--- config.mk ---
export PLATFORM = sky130hd
export DESIGN_NAME = audio_tone_gen
export DESIGN_NICKNAME = d
export VERILOG_FILES = /design/src/rtl/audio_pkg.sv /design/src/rtl/audio_tone_gen_shaper.sv /design/src/rtl/audio_tone_gen.sv
export SDC_FILE = /design/constraint.sdc
export NUM_CORES = 1
export LEC_CHECK = 0
export CORE_MARGIN = 8
export CORE_UTILIZATION = 40
export CTS_CLUSTER_DIAMETER = 50
export DETAILED_ROUTE_END_ITERATION = 6
export GPL_TIMING_DRIVEN = 0
export HOLD_SLACK_MARGIN = 0.12
export PLACE_DENSITY = 0.68
export SLEW_MARGIN = 40
export SYNTH_ARGS = -nofsm -noshare
export SYNTH_HDL_FRONTEND = slang
export SYNTH_SLANG_ARGS = --single-unit
--- constraint.sdc ---
create_clock -name clk_audio -period 4.11 [get_ports clk_audio]
set_input_delay 0.822 -clock clk_audio [delete_from_list [all_inputs] [get_ports clk_audio]]
set_output_delay 0.822 -clock clk_audio [all_outputs]
set_load 0.1 [all_outputs]
--- src/rtl/audio_pkg.sv ---
// audio_pkg: shared types for the multi-channel tone generator.
//   wave_e        waveform selector carried on cfg_wave
//   slot_state_e  state of the single configuration slot
//   cfg_t         captured configuration request {chan, step, wave, shift}
// cfg_t fields are sized for the largest supported configuration
// (up to 256 channels, 32-bit phase, 8-bit shift). Narrower instances
// zero-extend into it and read back only the bits they use.
package audio_pkg;

  typedef enum logic [1:0] {
    SAW    = 2'd0,
    SQUARE = 2'd1,
    TRI    = 2'd2,
    SILENT = 2'd3
  } wave_e;

  typedef enum logic {
    SLOT_IDLE    = 1'b0,
    SLOT_PENDING = 1'b1
  } slot_state_e;

  localparam int CFG_CHAN_W  = 8;
  localparam int CFG_STEP_W  = 32;
  localparam int CFG_SHIFT_W = 8;

  typedef struct packed {
    logic [CFG_CHAN_W-1:0]  chan;
    logic [CFG_STEP_W-1:0]  step;
    wave_e                  wave;
    logic [CFG_SHIFT_W-1:0] shift;
  } cfg_t;

endpackage

--- src/rtl/audio_tone_gen_shaper.sv ---
// tone_shaper: purely combinational waveform shaping for one channel.
//   phase   in  W            top bits of the phase accumulator
//   wave    in  wave_e       waveform select
//   shift   in  SHIFT_WIDTH  arithmetic right-shift attenuation
//   sample  out W            signed (two's complement) sample
// Unsigned ramps are turned into signed samples by inverting the MSB,
// which is the same as subtracting half scale.
module tone_shaper
  import audio_pkg::*;
#(
  parameter int W           = 16,
  parameter int SHIFT_WIDTH = 4
) (
  input  logic [W-1:0]           phase,
  input  wave_e                  wave,
  input  logic [SHIFT_WIDTH-1:0] shift,
  output logic [W-1:0]           sample
);

  logic [W-1:0] dbl;
  logic [W-1:0] tri_u;
  logic [W-1:0] shaped;

  always_comb begin
    dbl    = phase << 1;
    // Fold the second half of the period back down to get a symmetric ramp.
    tri_u  = phase[W-1] ? ~dbl : dbl;
    shaped = '0;
    case (wave)
      SAW:     shaped = {~phase[W-1], phase[W-2:0]};
      SQUARE:  shaped = phase[W-1] ? {1'b1, {(W-1){1'b0}}} : {1'b0, {(W-1){1'b1}}};
      TRI:     shaped = {~tri_u[W-1], tri_u[W-2:0]};
      default: shaped = '0;
    endcase
    sample = $unsigned($signed(shaped) >>> shift);
  end

endmodule

--- src/rtl/audio_tone_gen.sv ---
// audio_tone_gen: multi-channel tone generator for the hdmi audio input.
//   clk_audio    in   sole clock
//   rst          in   synchronous active-high reset
//   sample_en    in   one-cycle sample strobe
//   cfg_valid    in   configuration request
//   cfg_ready    out  configuration slot free (registered)
//   cfg_chan     in   target channel
//   cfg_step     in   phase increment per sample
//   cfg_wave     in   0 saw, 1 square, 2 triangle, 3 silence
//   cfg_shift    in   attenuation (arithmetic right shift)
//   audio_data   out  one registered signed sample per channel
//   audio_valid  out  one-cycle pulse per produced sample set
//   dbg_slot_state out  current configuration slot state
//
// Handshake: a request transfers on any cycle where cfg_valid && cfg_ready.
// cfg_ready is a register, so it never depends combinationally on cfg_*.
// After a transfer the slot holds the request until it is applied at the
// target channel's phase wrap (or at once if the channel is silent or has a
// zero step), then frees itself; requests for a nonexistent channel are
// dropped one cycle after transfer.
module audio_tone_gen
  import audio_pkg::*;
#(
  parameter int  AUDIO_BIT_WIDTH = 16,
  parameter int  CHANNELS        = 2,
  parameter int  PHASE_WIDTH     = 24,
  parameter int  SHIFT_WIDTH     = 4,
  localparam int CW              = (CHANNELS > 1) ? $clog2(CHANNELS) : 1
) (
  input  logic                                       clk_audio,
  input  logic                                       rst,
  input  logic                                       sample_en,
  input  logic                                       cfg_valid,
  output logic                                       cfg_ready,
  input  logic [CW-1:0]                              cfg_chan,
  input  logic [PHASE_WIDTH-1:0]                     cfg_step,
  input  logic [1:0]                                 cfg_wave,
  input  logic [SHIFT_WIDTH-1:0]                     cfg_shift,
  output logic [CHANNELS-1:0][AUDIO_BIT_WIDTH-1:0]   audio_data,
  output logic                                       audio_valid,
  output slot_state_e                                dbg_slot_state
);

  // Per-channel state
  logic [PHASE_WIDTH-1:0]     acc_q   [CHANNELS];
  logic [PHASE_WIDTH-1:0]     step_q  [CHANNELS];
  wave_e                      wave_q  [CHANNELS];
  logic [SHIFT_WIDTH-1:0]     shift_q [CHANNELS];
  logic [PHASE_WIDTH-1:0]     acc_sum [CHANNELS];
  logic [AUDIO_BIT_WIDTH-1:0] shaped  [CHANNELS];
  logic [CHANNELS-1:0]        wrap;
  logic [CHANNELS-1:0]        sel;

  // Configuration slot
  slot_state_e state_q, state_d;
  cfg_t        pend_q, pend_d;
  logic        ready_q;
  logic        chan_ok;
  logic        tgt_quiet;
  logic        tgt_wrap;
  logic        apply;
  logic        apply_clear;
  logic        unused_pend;

  assign cfg_ready      = ready_q;
  assign dbg_slot_state = state_q;
  // Only the low bits of the wide capture fields are consumed here.
  assign unused_pend    = ^pend_q;

  always_comb begin
    for (int c = 0; c < CHANNELS; c++) begin
      {wrap[c], acc_sum[c]} = {1'b0, acc_q[c]} + {1'b0, step_q[c]};
    end
  end

  always_comb begin
    chan_ok = int'(pend_q.chan) < CHANNELS;
    for (int c = 0; c < CHANNELS; c++) begin
      sel[c] = chan_ok && (int'(pend_q.chan) == c);
    end
  end

  // Slot next-state logic
  always_comb begin
    state_d     = state_q;
    pend_d      = pend_q;
    apply       = 1'b0;
    apply_clear = 1'b0;
    tgt_quiet   = 1'b0;
    tgt_wrap    = 1'b0;
    for (int c = 0; c < CHANNELS; c++) begin
      if (sel[c]) begin
        tgt_quiet = tgt_quiet | (wave_q[c] == SILENT) | (step_q[c] == '0);
        tgt_wrap  = tgt_wrap | (sample_en & wrap[c]);
      end
    end
    case (state_q)
      SLOT_IDLE: begin
        if (cfg_valid && ready_q) begin
          pend_d.chan  = CFG_CHAN_W'(cfg_chan);
          pend_d.step  = CFG_STEP_W'(cfg_step);
          pend_d.wave  = wave_e'(cfg_wave);
          pend_d.shift = CFG_SHIFT_W'(cfg_shift);
          state_d      = SLOT_PENDING;
        end
      end
      SLOT_PENDING: begin
        if (!chan_ok) begin
          state_d = SLOT_IDLE;
        end else if (tgt_quiet) begin
          // Nothing audible to tear, so restart the phase from zero now.
          apply       = 1'b1;
          apply_clear = 1'b1;
          state_d     = SLOT_IDLE;
        end else if (tgt_wrap) begin
          apply   = 1'b1;
          state_d = SLOT_IDLE;
        end
      end
      default: state_d = SLOT_IDLE;
    endcase
  end

  always_ff @(posedge clk_audio) begin
    if (rst) begin
      state_q <= SLOT_IDLE;
      pend_q  <= '0;
      ready_q <= 1'b0;
    end else begin
      state_q <= state_d;
      pend_q  <= pend_d;
      ready_q <= (state_d == SLOT_IDLE);
    end
  end

  // Channel datapath. The accumulate in an apply cycle still uses the old
  // step; an immediate apply overrides it with a cleared accumulator.
  always_ff @(posedge clk_audio) begin
    if (rst) begin
      audio_valid <= 1'b0;
      for (int c = 0; c < CHANNELS; c++) begin
        acc_q[c]      <= '0;
        step_q[c]     <= '0;
        wave_q[c]     <= SILENT;
        shift_q[c]    <= '0;
        audio_data[c] <= '0;
      end
    end else begin
      audio_valid <= sample_en;
      for (int c = 0; c < CHANNELS; c++) begin
        if (sample_en) begin
          acc_q[c]      <= acc_sum[c];
          audio_data[c] <= shaped[c];
        end
        if (apply && sel[c]) begin
          step_q[c]  <= pend_q.step[PHASE_WIDTH-1:0];
          wave_q[c]  <= pend_q.wave;
          shift_q[c] <= pend_q.shift[SHIFT_WIDTH-1:0];
          if (apply_clear) begin
            acc_q[c] <= '0;
          end
        end
      end
    end
  end

  for (genvar c = 0; c < CHANNELS; c++) begin : g_chan
    tone_shaper #(
      .W           (AUDIO_BIT_WIDTH),
      .SHIFT_WIDTH (SHIFT_WIDTH)
    ) u_shaper (
      .phase  (acc_q[c][PHASE_WIDTH-1 -: AUDIO_BIT_WIDTH]),
      .wave   (wave_q[c]),
      .shift  (shift_q[c]),
      .sample (shaped[c])
    );
  end

endmodule
# Word-level counts from Yosys, hierarchy flattened
# Memory sizes are Yosys's and may differ from the RTL's.
# Cells that the tools add are included.
# totals
reg_bits	66
mem_bits_rw	108
inputBits	35
out_inout_bits	35
wordCells	109
n_memories	4
# mem_list
memory	words	width	read_ports	rd_ports_with_merged_regs	write_ports	line_no	rtl
acc_q	2	24	2	0	2	audio_tone_gen.sv:45	logic [PHASE_WIDTH-1:0] acc_q [CHANNELS];
step_q	2	24	2	0	2	audio_tone_gen.sv:46	logic [PHASE_WIDTH-1:0] step_q [CHANNELS];
shift_q	2	4	2	0	2	audio_tone_gen.sv:48	logic [SHIFT_WIDTH-1:0] shift_q [CHANNELS];
wave_q	2	2	2	0	2	audio_tone_gen.sv:47	wave_e wave_q [CHANNELS];
# op_classes
add_sub_neg	2
n_lt_le_gt_ge	1
n_eq_ne	6
n_shift	2
mux	50
bitwise_logic	24
n_reduce_logical	11
# op_table
cell	n
24-bit two-way mux	6
16-bit case mux with 3 select lines	2
16-bit two-way mux	4
24-bit by 24-bit adder with 25-bit output	2
24-bit zero test	2
1-bit two-way mux	33
16-bit inverter	2
16-bit by 4-bit >>> shifter with 16-bit output	2
1-bit bitwise OR	14
2-bit == test (second input constant)	4
8-bit zero test	1
4-bit two-way mux	2
1-bit inverter	6
1-bit logical AND	5
2-bit by 1-bit == test with 1-bit output (second input constant)	2
2-bit zero test	2
2-bit two-way mux	2
1-bit AND	2
1-bit by 2-bit less-than comparator with 1-bit output (second input constant)	1
1-bit case mux with 2 select lines	1
2-bit AND reduction	1

# Logic depth before layout (Yosys ltp)
# An unclocked memory read counts as a cell.
# depth
depth_word	15
mapped_depth	12
mapped_depth_nobuf	11

# Hierarchy
# A second synthesis with hierarchy kept.
# hier_totals
cells_unflattened	1229
area_unflattened_um2	11375.9
# by_module_without_submodules
mod	n_inst	cells_per_inst	area_each_um2	seq_area_each_um2
audio_tone_gen	1	849	8518.2	4324.1
tone_shaper	2	190	1428.9	0.0

# Least setup slack after synthesis
# OpenSTA, ideal clock, no wires.
# synth_path
kind	reg2reg
startpoint	memory step_q[1][0], in the netlist step_q[0][24]
endpoint	memory shift_q[1][0], in the netlist shift_q[0][4] (enable)
setup_ns	0.387
arrival_ns	3.182
required_time_ns	3.723
path_slack_ns	0.541
path_stages_with_launch	13
n_path_buf	1
period_less_slack_ns	3.569
path_cell_list	edfxtp_1 -> ha_1 -> inv_1 -> fa_1 -> nand2b_1 -> a21oi_1 -> o211ai_1 -> a2111oi_0 -> o21ai_1 -> a22oi_2 -> buf_2 -> nand2_1 -> nand2_1
# synth_rtl
element	line_no
start, declared	audio_tone_gen.sv:46
end, declared	audio_tone_gen.sv:48

==> results by group <==
Drt
  • Drt initial violations: 748
  • Total via count in the routed design: 8914
  • Residual antenna-violating net count after detailed routing: 0
  • Remaining DRCs: 0
  • Average routed wire per standard cell: 19.1 µm
  • Detailed-route vias per instance: 5.72
  • Detailed Routing Iterations Pass 1: 5
  • Routed WL: 29.8 mm

STA
  • Number of endpoints with negative hold slack in the final report: 0
  • Least-Margin Pin Slew: 800 ps
  • Minimum clock period after layout: 3820 ps
  • Slew HR: 46.7%
  • Share of the clock period used by the worst path: 93.0%
  • Final setup viols: 0
  • Worst clock skew: 9.00 ps
  • Unrepaired setup endpoints after global routing: false
  • Fmax: 0.262 GHz
  • Worst Setup Slack, final: 289 ps
  • Number of slew-limit violations in the final report: 0

Yosys
  • Average size of a mapped cell: 9.34 µm²
  • Top-area cell type share of the netlist area: 24.0%
  • Async set-or-reset flop fraction in the synthesized netlist: 0%
  • Synth Flop Type: dfxtp_1
  • Post-Synthesis Net Count: 1209
  • Yosys warns: 0
  • Netlist area before placement: 10500 µm²
  • Number of synthesized flops with an enable pin: 84
  • Leading area contributor after synthesis: edfxtp_1
  • Sequential-to-total area share from yosys stat: 41.2%
  • Leading cell types by total area after synthesis: edfxtp_1 24%, dfxtp_1 17%, a21oi_1 5.7%, ha_1 5.7%, nand2_1 4.8%
  • Distinct cell type count of the synthesized netlist: 76
  • Flop and latch count out of synthesis: 174
  • Cells after synthesis: 1124

Cells and area
  • Leading cell type in the layout, fill and taps excluded: nand2_1
  • Post-route non-filler standard cell count: 1559
  • Footprint of the flip-flops and latches: 4320 µm²
  • Area added between synthesis and finish: 14.2%
  • Combined area of the multi-input logic cells: 5800 µm²
  • NumNets Final: 1296
  • Filler Cells Inserted: 2472
  • Share of final-layout standard cells stronger than drive strength 1: 10.2%
  • Highest-count cells in the layout ignoring fill and taps: 132 x nand2_1, 120 x a21oi_1, 108 x nor2_1
  • Ant. Diodes: 0
  • Share of the core filled with cells in the final layout: 46.3%

Setup path
  • Category of the most critical setup path: reg2reg
  • Data required time at the worst endpoint: 4180 ps
  • Crit path arrival time: 3890 ps
  • Most frequent cell on the critical path: o21ai_1
  • Slowest stage cell on the critical path: o311ai_1
  • Depth of the worst register-to-register path: 11
  • Stage delay of the slowest cell on the critical path: 570 ps
  • Crit path launch type: register
  • Critical Path Fanout Max: 30
  • Kind of capture point of the worst setup path: register
  • Worst-path cell chain: ha_1 > fa_1 > a21oi_1 > o21ai_1 > a211oi_1 > o21ai_1 > o311ai_1 > a22oi_2 > buf_2 > nand2_1 > nand2_4

Clock network
  • H-tree depth reported by CTS: 4
  • Clock latency of the later-clocked register in the worst-skew pair: 430 ps
  • Root cell of the clock tree: clkbuf_16
  • Post-CTS Hold Buffers: 0
  • CTS buffer count: 17
  • Total number of clock tree sinks: 174
  • Setup Buffers After CTS: 0
  • Clock tree from TritonCTS: built
  • Clock Pin Slew Worst Setup and Hold Paths: 70 ps
  • Maximum buffer depth of the clock tree: 2

Global route
  • Global routing met3 resource utilization: 3.70%
  • Via count of the first global-routing pass: 8681
  • Congestion Overflow GR: 0
  • Most utilized layer in the global route result: met2
  • Met1 Usage GRT: 24.3%
  • Initial antenna violation count: 0
  • Largest net degree at the start of global routing: 31
  • Wire length of the first global-routing pass: 47.1 mm
  • Met2 capacity usage during global routing: 30.1%
  • Total track usage: 19.0%

Place
  • Detailed Place HPWL: 23.1 mm
  • Cells after DPL: 1527
  • I/O Buffers: 68
  • Final GP Congestion: 0.922
  • Post-place setup slack: -150 ps

Power and ir drop
  • Power per standard cell area: 393 nW/µm²
  • Peak supply drop: 0.000299 V
  • P_leak: 0.00479 µW

Floorplan
  • Die area: 31700 µm²
  • Number of primary I/O pins: 70
  • Starting density of the core: 40.5%
  • Number of placement rows: 59
  • Die Width: 178 µm
  • Die height: 178 µm
  • Core Area: 25900 µm²

Job
  • Max-cap violations: 0

Outcome
  • Result of the run: complete, no violations

Hold path
  • Min-Delay Path Class: reg2reg
  • Worst hold stages: 2
[path summary, 6_finish.rpt]
check | from | end | slack [ps]
setup / recovery | step_q[0][0] | shift_q[0][7] | 290
hold / removal | pend_q[12] | pend_q[12] | 450
setup reg to reg | step_q[0][0] | shift_q[0][7] | 290
hold reg to reg | pend_q[12] | pend_q[12] | 450
[through the flow]
| stage | cell area [µm²] | power (µW) | setup TNS (ps) | hold WS (ps) |
|---|---|---|---|---|
| detailed placement | 11400 | 3220 | -4450 | 443 |
| CTS | 12000 | 4720 | 0 | 452 |
| global placement | 11600 | 3230 | -17190 | 439 |
| floorplan | 10500 | 2930 | 0 | 431 |
| finish | 12000 | 4710 | 0 | 450 |
| global route | 12000 | 4930 | 0 | 470 |
[cell usage after synthesis, drive strengths merged (7+ instances only)]
library cell	number
mux4	16
edfxtp	84
nor2b	9
o22a	26
o22ai	11
and3	36
ha	48
mux2i	44
and2	7
xnor2	19
inv	17
nor2	108
a211oi	24
nor3	16
o211ai	10
o21ai	36
a2bb2oi	24
nand3	11
a21o	24
dfxtp	90
xor2	16
clkbuf	51
a21oi	124
nand2	135
nor4	12
buf	22
a2111oi	7
o21a	7
nand2b	15
[power by group]
| group | switching [µW] | internal (µW) | leakage (µW) | total, µW |
|---|---|---|---|---|
| registers | 120 | 1950 | 0.00162 | 2070 |
| clock network | 714 | 799 | 0.000267 | 1510 |
| logic | 716 | 410 | 0.00291 | 1130 |
| total | 1550 | 3160 | 0.00479 | 4710 |
[critical path, delay by kind of cell, from the launching register on]
kind / cells / cell delay (ps)
AO/OA/AOI/OAI: 6 / 1720
adder cells (fa/ha/maj): 2 / 680
buffers and inverters: 1 / 240
flip-flops: 1 / 410
AND/OR/NAND/NOR: 2 / 380
[timing repair]
| item | 4_1_cts | 5_1_grt |
|---|---|---|
| endpoints found under the setup margin | 30 | 30 |
| hold endpoints to repair | 0 | 0 |
| gates resized for setup | 2 | 1 |
| gates cloned | 0 | 0 |
[routing by layer]
layer | wire (µm) | up-vias
li1 | - | 4380
met1 | 13300 | 4196
met2 | 13700 | 271
met3 | 1420 | 67
met4 | 1400 | 0
met5 | 0 | -
[layout make-up]
class                           count  share of cell area [%]
Multi-Input combinational cell    859                    48.4
Sequential cell                   174                    36.1
Timing Repair Buffer               68                    4.22
Clock buffer                       18                    3.66
Tap cell                          335                    3.50
Buffer                             73                    2.68
Clock inverter                     14                   0.887
Inverter                           18                   0.564
[flip-flops by register name (all words and copies together), names as in the netlist]
| name | flops |
|---|---|
| shift_q | 8 |
| wave_q | 4 |
| pend_q | 31 |
| dbg_slot_state | 1 |
| audio_valid | 1 |
| acc_q | 48 |
| cfg_ready | 1 |
| audio_data | 32 |
| step_q | 48 |
[cells by family after synthesis]
| group | synth area share [%] |
|---|---|
| AO/OA/AOI/OAI | 21.7 |
| XOR/XNOR | 2.92 |
| adder cells (fa/ha/maj) | 6.11 |
| buffers and inverters | 3.70 |
| flip-flops | 41.2 |
| multiplexers | 8.06 |
| AND/OR/NAND/NOR | 16.3 |
(Power assumes the default switching activity.)
